### config.mk
export PLATFORM = sky130hd
export DESIGN_NAME = dct_frame_arbiter_flat
export DESIGN_NICKNAME = d
export VERILOG_FILES = /design/src/rtl/dct_frame_arbiter_if.sv /design/src/rtl/dct_frame_arbiter.sv /design/src/flat_wrapper.sv
export SDC_FILE = /design/constraint.sdc
export NUM_CORES = 1
export LEC_CHECK = 0
export ABC_AREA = 1
export CORE_MARGIN = 2
export CORE_UTILIZATION = 44
export DETAILED_ROUTE_END_ITERATION = 16
export DONT_BUFFER_PORTS = 1
export PLACE_DENSITY = 0.64
export SLEW_MARGIN = 20
export SYNTH_ARGS = -nofsm -noshare
export SYNTH_HDL_FRONTEND = slang
export SYNTH_SLANG_ARGS = --single-unit
### constraint.sdc
create_clock -name clk -period 3.9 [get_ports clk]
set_input_delay 0.39 -clock clk [delete_from_list [all_inputs] [get_ports clk]]
set_output_delay 0.39 -clock clk [all_outputs]
set_load 0.01 [all_outputs]
### src/rtl/dct_frame_arbiter_if.sv
// Requester, core and result signals of the DCT frame arbiter.
// master = arbiter side, slave = sources/core/sinks side.
interface dct_frame_arbiter_if #(
    parameter int IN_W  = 8,
    parameter int OUT_W = 10
);
    logic                    req0;
    logic                    req1;
    logic signed [IN_W-1:0]  data0;
    logic signed [IN_W-1:0]  data1;
    logic                    gnt0;
    logic                    gnt1;
    logic                    core_in_valid;
    logic signed [IN_W-1:0]  core_in_data;
    logic                    core_out_valid;
    logic signed [OUT_W-1:0] core_out_data;
    logic                    out0_valid;
    logic                    out1_valid;
    logic signed [OUT_W-1:0] out_data;
    logic                    done0;
    logic                    done1;
    logic                    err;
    logic                    busy;

    modport master (
        input  req0, req1, data0, data1, core_out_valid, core_out_data,
        output gnt0, gnt1, core_in_valid, core_in_data,
               out0_valid, out1_valid, out_data, done0, done1, err, busy
    );

    modport slave (
        output req0, req1, data0, data1, core_out_valid, core_out_data,
        input  gnt0, gnt1, core_in_valid, core_in_data,
               out0_valid, out1_valid, out_data, done0, done1, err, busy
    );
endinterface

### src/rtl/dct_frame_arbiter.sv
// Two-channel frame arbiter in front of a shared 4x4 DCT core: grant, load 16
// samples, wait for the core (with watchdog), drain 16 coefficients to the owner.
module dct_frame_arbiter #(
    parameter int IN_W    = 8,
    parameter int OUT_W   = 10,
    parameter int TIMEOUT = 64
) (
    input  logic               clk,
    input  logic               rst,
    dct_frame_arbiter_if.master bus
);
    localparam logic [1:0] S_IDLE  = 2'd0;
    localparam logic [1:0] S_LOAD  = 2'd1;
    localparam logic [1:0] S_WAIT  = 2'd2;
    localparam logic [1:0] S_DRAIN = 2'd3;

    localparam logic [7:0] LP_WAIT_MAX = 8'(TIMEOUT - 1);

    logic [1:0]              r_state;
    logic                    r_owner;
    logic                    r_ptr;
    logic [3:0]              r_smp_cnt;
    logic [3:0]              r_beat_cnt;
    logic [7:0]              r_wait_cnt;
    logic                    r_gnt0;
    logic                    r_gnt1;
    logic                    r_cin_valid;
    logic signed [IN_W-1:0]  r_cin_data;
    logic                    r_out0_valid;
    logic                    r_out1_valid;
    logic signed [OUT_W-1:0] r_out_data;
    logic                    r_done0;
    logic                    r_done1;
    logic                    r_err;

    logic                    w_any_req;
    logic                    w_win;
    logic                    w_gnt_any;
    logic signed [IN_W-1:0]  w_owner_data;

    // Contention goes to the pointer; a lone requester wins regardless of it.
    assign w_any_req    = bus.req0 | bus.req1;
    assign w_win        = (bus.req0 & bus.req1) ? r_ptr : bus.req1;
    assign w_gnt_any    = r_gnt0 | r_gnt1;
    assign w_owner_data = r_owner ? bus.data1 : bus.data0;

    always_ff @(posedge clk) begin
        if (rst) begin
            r_state      <= S_IDLE;
            r_owner      <= 1'b0;
            r_ptr        <= 1'b0;
            r_smp_cnt    <= '0;
            r_beat_cnt   <= '0;
            r_wait_cnt   <= '0;
            r_gnt0       <= 1'b0;
            r_gnt1       <= 1'b0;
            r_cin_valid  <= 1'b0;
            r_cin_data   <= '0;
            r_out0_valid <= 1'b0;
            r_out1_valid <= 1'b0;
            r_out_data   <= '0;
            r_done0      <= 1'b0;
            r_done1      <= 1'b0;
            r_err        <= 1'b0;
        end else begin
            r_out0_valid <= 1'b0;
            r_out1_valid <= 1'b0;
            r_out_data   <= '0;
            r_done0      <= 1'b0;
            r_done1      <= 1'b0;
            r_err        <= 1'b0;
            r_cin_valid  <= w_gnt_any;
            r_cin_data   <= w_gnt_any ? w_owner_data : '0;

            case (r_state)
                S_IDLE: begin
                    if (w_any_req) begin
                        r_owner   <= w_win;
                        r_gnt0    <= ~w_win;
                        r_gnt1    <= w_win;
                        r_smp_cnt <= '0;
                        r_state   <= S_LOAD;
                    end
                end
                S_LOAD: begin
                    if (r_smp_cnt == 4'd15) begin
                        r_gnt0     <= 1'b0;
                        r_gnt1     <= 1'b0;
                        r_wait_cnt <= '0;
                        r_state    <= S_WAIT;
                    end else begin
                        r_smp_cnt <= r_smp_cnt + 4'd1;
                    end
                end
                S_WAIT: begin
                    // The first result beat is accepted here as beat 0.
                    if (bus.core_out_valid) begin
                        r_out_data   <= bus.core_out_data;
                        r_out0_valid <= ~r_owner;
                        r_out1_valid <= r_owner;
                        r_beat_cnt   <= 4'd1;
                        r_state      <= S_DRAIN;
                    end else if (r_wait_cnt == LP_WAIT_MAX) begin
                        r_err   <= 1'b1;
                        r_ptr   <= ~r_owner;
                        r_state <= S_IDLE;
                    end else begin
                        r_wait_cnt <= r_wait_cnt + 8'd1;
                    end
                end
                default: begin
                    if (bus.core_out_valid) begin
                        r_out_data   <= bus.core_out_data;
                        r_out0_valid <= ~r_owner;
                        r_out1_valid <= r_owner;
                        if (r_beat_cnt == 4'd15) begin
                            r_done0 <= ~r_owner;
                            r_done1 <= r_owner;
                            r_ptr   <= ~r_owner;
                            r_state <= S_IDLE;
                        end else begin
                            r_beat_cnt <= r_beat_cnt + 4'd1;
                        end
                    end else begin
                        // Short burst: abandon the frame.
                        r_err   <= 1'b1;
                        r_ptr   <= ~r_owner;
                        r_state <= S_IDLE;
                    end
                end
            endcase
        end
    end

    assign bus.gnt0          = r_gnt0;
    assign bus.gnt1          = r_gnt1;
    assign bus.core_in_valid = r_cin_valid;
    assign bus.core_in_data  = r_cin_data;
    assign bus.out0_valid    = r_out0_valid;
    assign bus.out1_valid    = r_out1_valid;
    assign bus.out_data      = r_out_data;
    assign bus.done0         = r_done0;
    assign bus.done1         = r_done1;
    assign bus.err           = r_err;
    assign bus.busy          = (r_state != S_IDLE);
endmodule

### src/flat_wrapper.sv
// flat-port wrapper written by rule: the top's interface ports become plain ports
module dct_frame_arbiter_flat 
#(
    parameter int IN_W    = 8,
    parameter int OUT_W   = 10,
    parameter int TIMEOUT = 64
)
  (clk, rst, bus_req0, bus_req1, bus_data0, bus_data1, bus_core_out_valid, bus_core_out_data, bus_gnt0, bus_gnt1, bus_core_in_valid, bus_core_in_data, bus_out0_valid, bus_out1_valid, bus_out_data, bus_done0, bus_done1, bus_err, bus_busy);
  dct_frame_arbiter_if #(.IN_W(IN_W), .OUT_W(OUT_W)) bus_i ();
  input  logic clk;
  input  logic rst;
  input wire logic [$bits(bus_i.req0)-1:0] bus_req0;
  input wire logic [$bits(bus_i.req1)-1:0] bus_req1;
  input wire logic [$bits(bus_i.data0)-1:0] bus_data0;
  input wire logic [$bits(bus_i.data1)-1:0] bus_data1;
  input wire logic [$bits(bus_i.core_out_valid)-1:0] bus_core_out_valid;
  input wire logic [$bits(bus_i.core_out_data)-1:0] bus_core_out_data;
  output wire logic [$bits(bus_i.gnt0)-1:0] bus_gnt0;
  output wire logic [$bits(bus_i.gnt1)-1:0] bus_gnt1;
  output wire logic [$bits(bus_i.core_in_valid)-1:0] bus_core_in_valid;
  output wire logic [$bits(bus_i.core_in_data)-1:0] bus_core_in_data;
  output wire logic [$bits(bus_i.out0_valid)-1:0] bus_out0_valid;
  output wire logic [$bits(bus_i.out1_valid)-1:0] bus_out1_valid;
  output wire logic [$bits(bus_i.out_data)-1:0] bus_out_data;
  output wire logic [$bits(bus_i.done0)-1:0] bus_done0;
  output wire logic [$bits(bus_i.done1)-1:0] bus_done1;
  output wire logic [$bits(bus_i.err)-1:0] bus_err;
  output wire logic [$bits(bus_i.busy)-1:0] bus_busy;
  assign bus_i.req0 = bus_req0;
  assign bus_i.req1 = bus_req1;
  assign bus_i.data0 = bus_data0;
  assign bus_i.data1 = bus_data1;
  assign bus_i.core_out_valid = bus_core_out_valid;
  assign bus_i.core_out_data = bus_core_out_data;
  assign bus_gnt0 = bus_i.gnt0;
  assign bus_gnt1 = bus_i.gnt1;
  assign bus_core_in_valid = bus_i.core_in_valid;
  assign bus_core_in_data = bus_i.core_in_data;
  assign bus_out0_valid = bus_i.out0_valid;
  assign bus_out1_valid = bus_i.out1_valid;
  assign bus_out_data = bus_i.out_data;
  assign bus_done0 = bus_i.done0;
  assign bus_done1 = bus_i.done1;
  assign bus_err = bus_i.err;
  assign bus_busy = bus_i.busy;
  dct_frame_arbiter #(.IN_W(IN_W), .OUT_W(OUT_W), .TIMEOUT(TIMEOUT)) u_core (.clk(clk), .rst(rst), .bus(bus_i));
endmodule
==> impl_results.md, run 1 <==
- Run status: finished, final reports clean
- Hold Path Class: in2reg
- DRC: 0
- Initial antenna violation count: 0
- Via count: 1842
- Power density cells: 586 mW/mm^2
- Max Cap Viol: 0
- Critical Path RT: 4.12 ns
- CTS max path bufs: 2
- Leakage power: 1.15 nW
- Startpoint types: register
- RSZ-0062 raised after global routing: no
- Maximum vdd drop: 0.197 mV
- Final setup violation count: 0
- Critical Path Sink Type: register
- Clock root cell: clkbuf_8
- Cell Area, Synth: 0.00215 mm^2
- Largest net degree at the start of global routing: 17
- First-pass GRT wire length: 6600 um
- Post-cts sizing count: 0
- Die ar.: 0.00545 mm^2
- Worst-path clk slew: 0.09 ns
- Core ar.: 0.00472 mm^2
- Number of warning messages in the yosys log: 0
- Routability cong.: 0.841
- Global Route Usage Sum: 15.6%
- Switching power: 528 uW
- Slew margin rel.: 66.1%
- Die H: 73.9 um
- Boundary pin count: 58
- Share of layout cells above drive strength 1: 4.98%
- Detailed Place HPWL: 3100 um
- Setup Buffers After CTS: 0
- Final ANT Viol Nets: 0
- Worst-path fanout max: 12
- First-pass DRT Iterations: 4
- Clock network fraction of design power: 21.8%
- Syn nets: 359
- Starting Density: 45.5%
- #FFs+latches synth: 46
- Initial DRC count: 82
- Fin crit period: 1.78 ns
- CP Data Arrival Time: 2.01 ns
- Setup CP Type: reg2reg
- TritonCTS Sinks: 46
- Synth top area share: 42.9%
- Inserted Clock Buffers: 5
- Fill cells: 501
- WL/cell: 10.6 um
- Congestion Overflow GR: 0
- Avg Inst Size Synth: 6.73 um^2
- Vias/cell: 4.75
- CTS tree: done
- N_diodes: 0
- Buffers added on ports: 0
- Area contributors post-synth: dfxtp_1, nand2_1, nor2_1, inv_1, ha_1
- Dpl cell area: 0.00220 mm^2
- Syn-to-layout area delta: 6.70%
- Comb pwr share: 31.6%
- Synthesized instance count: 319
- Setup_tns: 0 ns
- Fmax achieved: 561 MHz
- CTS Hold Buffers Added: 0
- Vias in the first global route: 1536
- Switching power share of the total: 39.4%
- Seq pwr share: 46.6%
- # nets final: 360
- H-Tree Depth: 2
- Post-synthesis sequential area ratio: 42.9%
- Row Count: 25
- Dominant cell type by area after synthesis: dfxtp_1
- Yosys cell types: 21
- Hold Fails Final Rpt: 0
- Clk_skew: 0.00569 ns
- Worst-skew pair later-pin latency: 0.29 ns
- Post-route cell area: 0.00229 mm^2
- Post-layout util: 48.5%
- Pint: 814 uW
- Final Slew Violations: 0
- Final worst path period share: 45.7%
- Slew @ Worst Pin: 0.506 ns
- Horiz. Die Dim: 73.9 um
- Drt total wl: 4120 um
[area by class of cell]
type	count	area, um^2	share of cell area [%]
inverters	53	199	8.68
clock inverters	3	23.8	1.04
well taps	67	83.8	3.66
multi-input cells	214	995	43.4
flip-flops and latches	46	921	40.2
clock buffers	5	68.8	3.00
[layer usage]
metal	GRT usage, %	wire length [um]
met4	6.87	104
met3	4.25	229
met5	0	0
met1	18.7	1910
met2	25.8	1880
[cells by family after synthesis]
logic type,share of synthesized area (%)
AOI/OAI and AO/OA,8.63
adders and majority gates,5.24
buffers and inverters,10.8
DFF,42.9
and+or+nand+nor,32.5
[layout by cell type, fill, tap and decap left out, drive strengths merged]
| master | n |
|---|---|
| and2 | 1 |
| nand2 | 89 |
| clkbuf | 5 |
| nor3 | 2 |
| o21bai | 1 |
| clkinvlp | 2 |
| a21oi | 22 |
| nor2 | 53 |
| clkinv | 2 |
| dfxtp | 46 |
| nand4 | 4 |
| ha | 9 |
| o21ai | 12 |
| nand3 | 21 |
| inv | 52 |
[synth_stat cells (all sizes together)]
| cell | n |
|---|---|
| buf | 3 |
| ha | 9 |
| inv | 51 |
| o21bai | 1 |
| clkbuf | 3 |
| and2 | 1 |
| clkinv | 2 |
| dfxtp | 46 |
| nor3 | 2 |
| nand4 | 4 |
| nor2 | 53 |
| o21ai | 12 |
| nand2 | 89 |
| nand3 | 21 |
| a21oi | 22 |
[path summary, 6_finish.rpt]
kind	end	depth (start not counted)	slack (ns)	start
min	u_core.r_wait_cnt[3]	1	0.15	rst
max reg2reg	u_core.bus.out_data[9]	5	2.12	u_core.r_state[1]
min reg2reg	u_core.r_smp_cnt[1]	2	0.49	u_core.r_smp_cnt[1]
max	u_core.bus.out_data[9]	5	2.12	u_core.r_state[1]
[state kept, by name, indices dropped and copies added (netlist names)]
signal	count
u_core.r_beat_cnt	4
u_core.bus.out1_valid	1
u_core.r_state	2
u_core.bus.core_in_valid	1
u_core.bus.core_in_data	8
u_core.bus.done1	1
u_core.bus.done0	1
u_core.bus.err	1
u_core.bus.out_data	10
u_core.bus.gnt1	1
u_core.r_owner	1
u_core.bus.gnt0	1
u_core.r_smp_cnt	4
u_core.r_ptr	1
u_core.r_wait_cnt	8
u_core.bus.out0_valid	1
[critical path, cell delays in order, from the launching register on]
cell and delay [ns]:
dfxtp_1 0.45, inv_1 0.10, ha_1 0.28, nor2_1 0.35, nand2_1 0.36, nor2_1 0.18
[power groups by stage]
stage	combinational, mW	sequential [mW]	clock [mW]
after floorplan	0.368	0.617	0
after global placement	0.423	0.636	0
after detailed placement	0.425	0.638	0
after CTS	0.428	0.627	0.305
after global routing	0.503	0.640	0.326
final	0.424	0.625	0.292
[metrics by stage]
stage	hold WS (ns)	setup slack [ns]	std cells	power (mW)
after floorplan	0.452	2.33	319	0.986
after global placement	0.456	2.19	380	1.06
after detailed placement	0.459	2.11	380	1.06
after CTS	0.136	2.09	388	1.36
after global routing	0.128	1.88	388	1.47
final	0.147	2.12	388	1.34
(Power assumes the default switching activity.)
==> run 2: changes to the inputs <==
Settings changed: PLACE_DENSITY 0.64 to 0.66.
Clock period 3.9 ns to 1.5 ns, I/O delays scaled along.
==> run 2 against run 1 <==
  * Sequential share of layout area fell by 4.6 points
  * Critical path type unchanged
  * Cell area grew 13%
  * Combinational power rose to 3.5 times the previous value
  * Non-clock buffer count increased by 31
  * Critical endpoint is now u_core.r_smp_cnt[3]
  * Utilization is 6.5 points higher
  * Die area is the same
  * Cell count up 8.0%
  * Power increased to 2.9 times the previous value
  * Worst hold slack got worse by 0.12 ns
==> impl_results.md, run 2 (synthesized netlist as in run 1, its figures left out) <==
- Run status: finished, final reports clean
- Comb pwr share: 39.0% (+7.4 points)
- Leakage power: 1.29 nW (+13%)
- Largest net degree at the start of global routing: 16 (-1)
- Final ANT Viol Nets: 0 (unchanged)
- Clock root cell: clkbuf_8
- CTS tree: done
- CP Data Arrival Time: 1.63 ns (-0.38 ns)
- Starting Density: 45.5% (unchanged)
- Startpoint types: register
- Setup_tns: 0 ns (unchanged)
- Setup Buffers After CTS: 0 (unchanged)
- Core ar.: 0.00472 mm^2 (unchanged)
- Die H: 73.9 um (unchanged)
- Slew @ Worst Pin: 0.537 ns (+0.0310 ns)
- Critical R2R Launch: u_core.r_state[1]
- Family with the most delay on the worst path: simple AND/OR/NAND/NOR gates
- Congestion Overflow GR: 0 (unchanged)
- CP bufs+invs: 3 (+2)
- Global Route Usage Sum: 17.9% (+2.3 points)
- Power, Total: 3.85 mW (+190%)
- Slowest-stage cell, CP: dfxtp_2
- CP most frequent cell: inv_1
- Share of layout cells above drive strength 1: 14.8% (+9.8 points)
- CTS max path bufs: 2 (unchanged)
- Worst-skew pair later-pin latency: 0.30 ns (about the same)
- Crit path from: u_core.r_state[1]
- Max Cap Viol: 0 (unchanged)
- Dpl cell area: 0.00235 mm^2 (+6.9%)
- Hold Fails Final Rpt: 0 (unchanged)
- CP peak stage delay: 0.36 ns (-0.09 ns)
- H-Tree Depth: 2 (unchanged)
- Max FFs per register: 10 (unchanged)
- Fmax achieved: 701 MHz (+25%)
- Die ar.: 0.00545 mm^2 (unchanged)
- Power density cells: 1480 mW/mm^2 (+150%)
- Worst-path fanout max: 4 (-8)
- R2R Path End: u_core.r_smp_cnt[3]
- Most common cell after layout, fill and taps aside: nand2_1
- Hold Path Class: in2reg
- Switching power: 1.49 mW (+180%)
- Seq pwr share: 41.4% (-5.2 points)
- Setup CP Type: reg2reg
- Detailed Place HPWL: 3280 um (+5.5%)
- Boundary pin count: 58 (unchanged)
- N_diodes: 0 (unchanged)
- Most frequent cells in the layout: nand2_1, nor2_1, inv_1
- Drt total wl: 4620 um (+12%)
- Reg2Reg Depth: 8 (+3)
- Switching power share of the total: 38.6% (-0.72 points)
- Horiz. Die Dim: 73.9 um (unchanged)
- Critical Path Sink Type: register
- Minimum hold slack: 0.0299 ns (-0.117 ns)
- TritonCTS Sinks: 46 (unchanged)
- Final Slew Violations: 0 (unchanged)
- Post-layout util: 55.0% (+6.5 points)
- First-pass DRT Iterations: 4 (unchanged)
- Worst path depth: 8 (+3)
- Slew margin rel.: 64.1% (-2.1 points)
- Post-route cell area: 0.00260 mm^2 (+13%)
- Row Count: 25 (unchanged)
- Pint: 2.36 mW (+190%)
- Via count: 1963 (+6.6%)
- Routability cong.: 0.858 (+2.0%)
- DRC: 0 (unchanged)
- Inserted Clock Buffers: 5 (unchanged)
- Worst path cell trace: inv_1, ha_2, buf_4, nand4_1, inv_1, nor2_2, a21oi_1, and2_1
- Worst Setup EP: u_core.r_smp_cnt[3]
- First-pass GRT wire length: 7480 um (+13%)
- Clk_skew: 0.00914 ns (+0.00344 ns)
- Fin crit period: 1.43 ns (-0.357 ns)
- Syn-to-layout area delta: 20.9%
- Vias in the first global route: 1743 (+13%)
- Critical Path RT: 1.70 ns (-2.42 ns)
- WL/cell: 11.0 um (+3.8%)
- Initial antenna violation count: 0 (unchanged)
- Maximum vdd drop: 0.553 mV (+180%)
- Clock network fraction of design power: 19.6% (-2.2 points)
- Initial DRC count: 97 (+18%)
- R2R Setup Slk: 0.07 ns (-2.04 ns)
- Final worst path period share: 95.1% (+49 points)
- Buffers added on ports: 0 (unchanged)
- # nets final: 391 (+8.6%)
- Vias/cell: 4.68 (-1.3%)
- Final setup violation count: 0 (unchanged)
- Worst-path clk slew: 0.09 ns (about the same)
## run 2: cell count changes in the layout (fill, tap and decap cells not counted), moves of 3 or more
cell / previous run / this run
nand2_1: 88 / 84
dlygate4sd3_1: 0 / 11
ha_2: 0 / 4
dfxtp_2: 0 / 3
buf_4: 0 / 20
nand2_2: 1 / 4
ha_1: 9 / 5
dfxtp_1: 46 / 43
## run 2: what timing repair did
action	CTS	global route
endpoints found under the setup margin	22	20
resized for setup	6	13
pin swaps	0	1
endpoints found under the hold margin	21	0
hold buffers	11	0
## run 2: power by group through the flow
stage | Sequential, mW | Combinational, mW | Clock, mW
2_1_floorplan | 1.61 | 0.961 | 0
3_3_place_gp | 1.61 | 1.35 | 0
3_5_place_dp | 1.62 | 1.37 | 0
4_1_cts | 1.59 | 1.46 | 0.787
5_1_grt | 1.62 | 1.72 | 0.843
6_report | 1.60 | 1.50 | 0.753
## run 2: worst min path at each step
stage                                    start                      to  slack (ns)  cells past startpoint
after CTS                                  rst     u_core.r_smp_cnt[3]        0.03                      2
after global placement                     rst    u_core.r_wait_cnt[4]        0.22                      1
after floorplan           bus_core_out_data[0]  u_core.bus.out_data[0]        0.26                      2
after detailed placement                   rst    u_core.r_wait_cnt[4]        0.22                      1
after global routing                       rst     u_core.r_smp_cnt[3]        0.03                      2
final                                      rst     u_core.r_smp_cnt[3]        0.03                      2
## run 2: routing by layer
layer  up-vias  track usage (%)  routed length, um  part of all wire, %
met5         -                0                  0                    0
met4         0             7.88                 58                  1.3
met3         5             3.57                272                  5.9
met2        57             32.9               2180                   47
met1       865             19.5               2110                   46
li1       1036                -                  -                    -
## run 2: through the flow
stage                     std cells  setup WS (ns)
after floorplan                 319       -0.00277
after global placement          400        -0.0287
after detailed placement        400         -0.100
after CTS                       419        0.00223
after global routing            419        -0.0279
final                           419         0.0737
## run 2: final cells by class
class                   count  area (um^2)
fillers                   466         2130
flip-flops and latches     46          925
well taps                  67         83.8
clock inverters             3         21.3
repair buffers             31          260
multi-input cells         214         1040
inverters                  53          199
clock buffers               5         68.8
==> run 3: changes to the inputs <==
Settings changed: CTS_CLUSTER_DIAMETER from default to 200, CTS_CLUSTER_SIZE from default to 10.
==> results of run 3 <==
The final DEF is identical to that of run 2; final timing and power are the same.
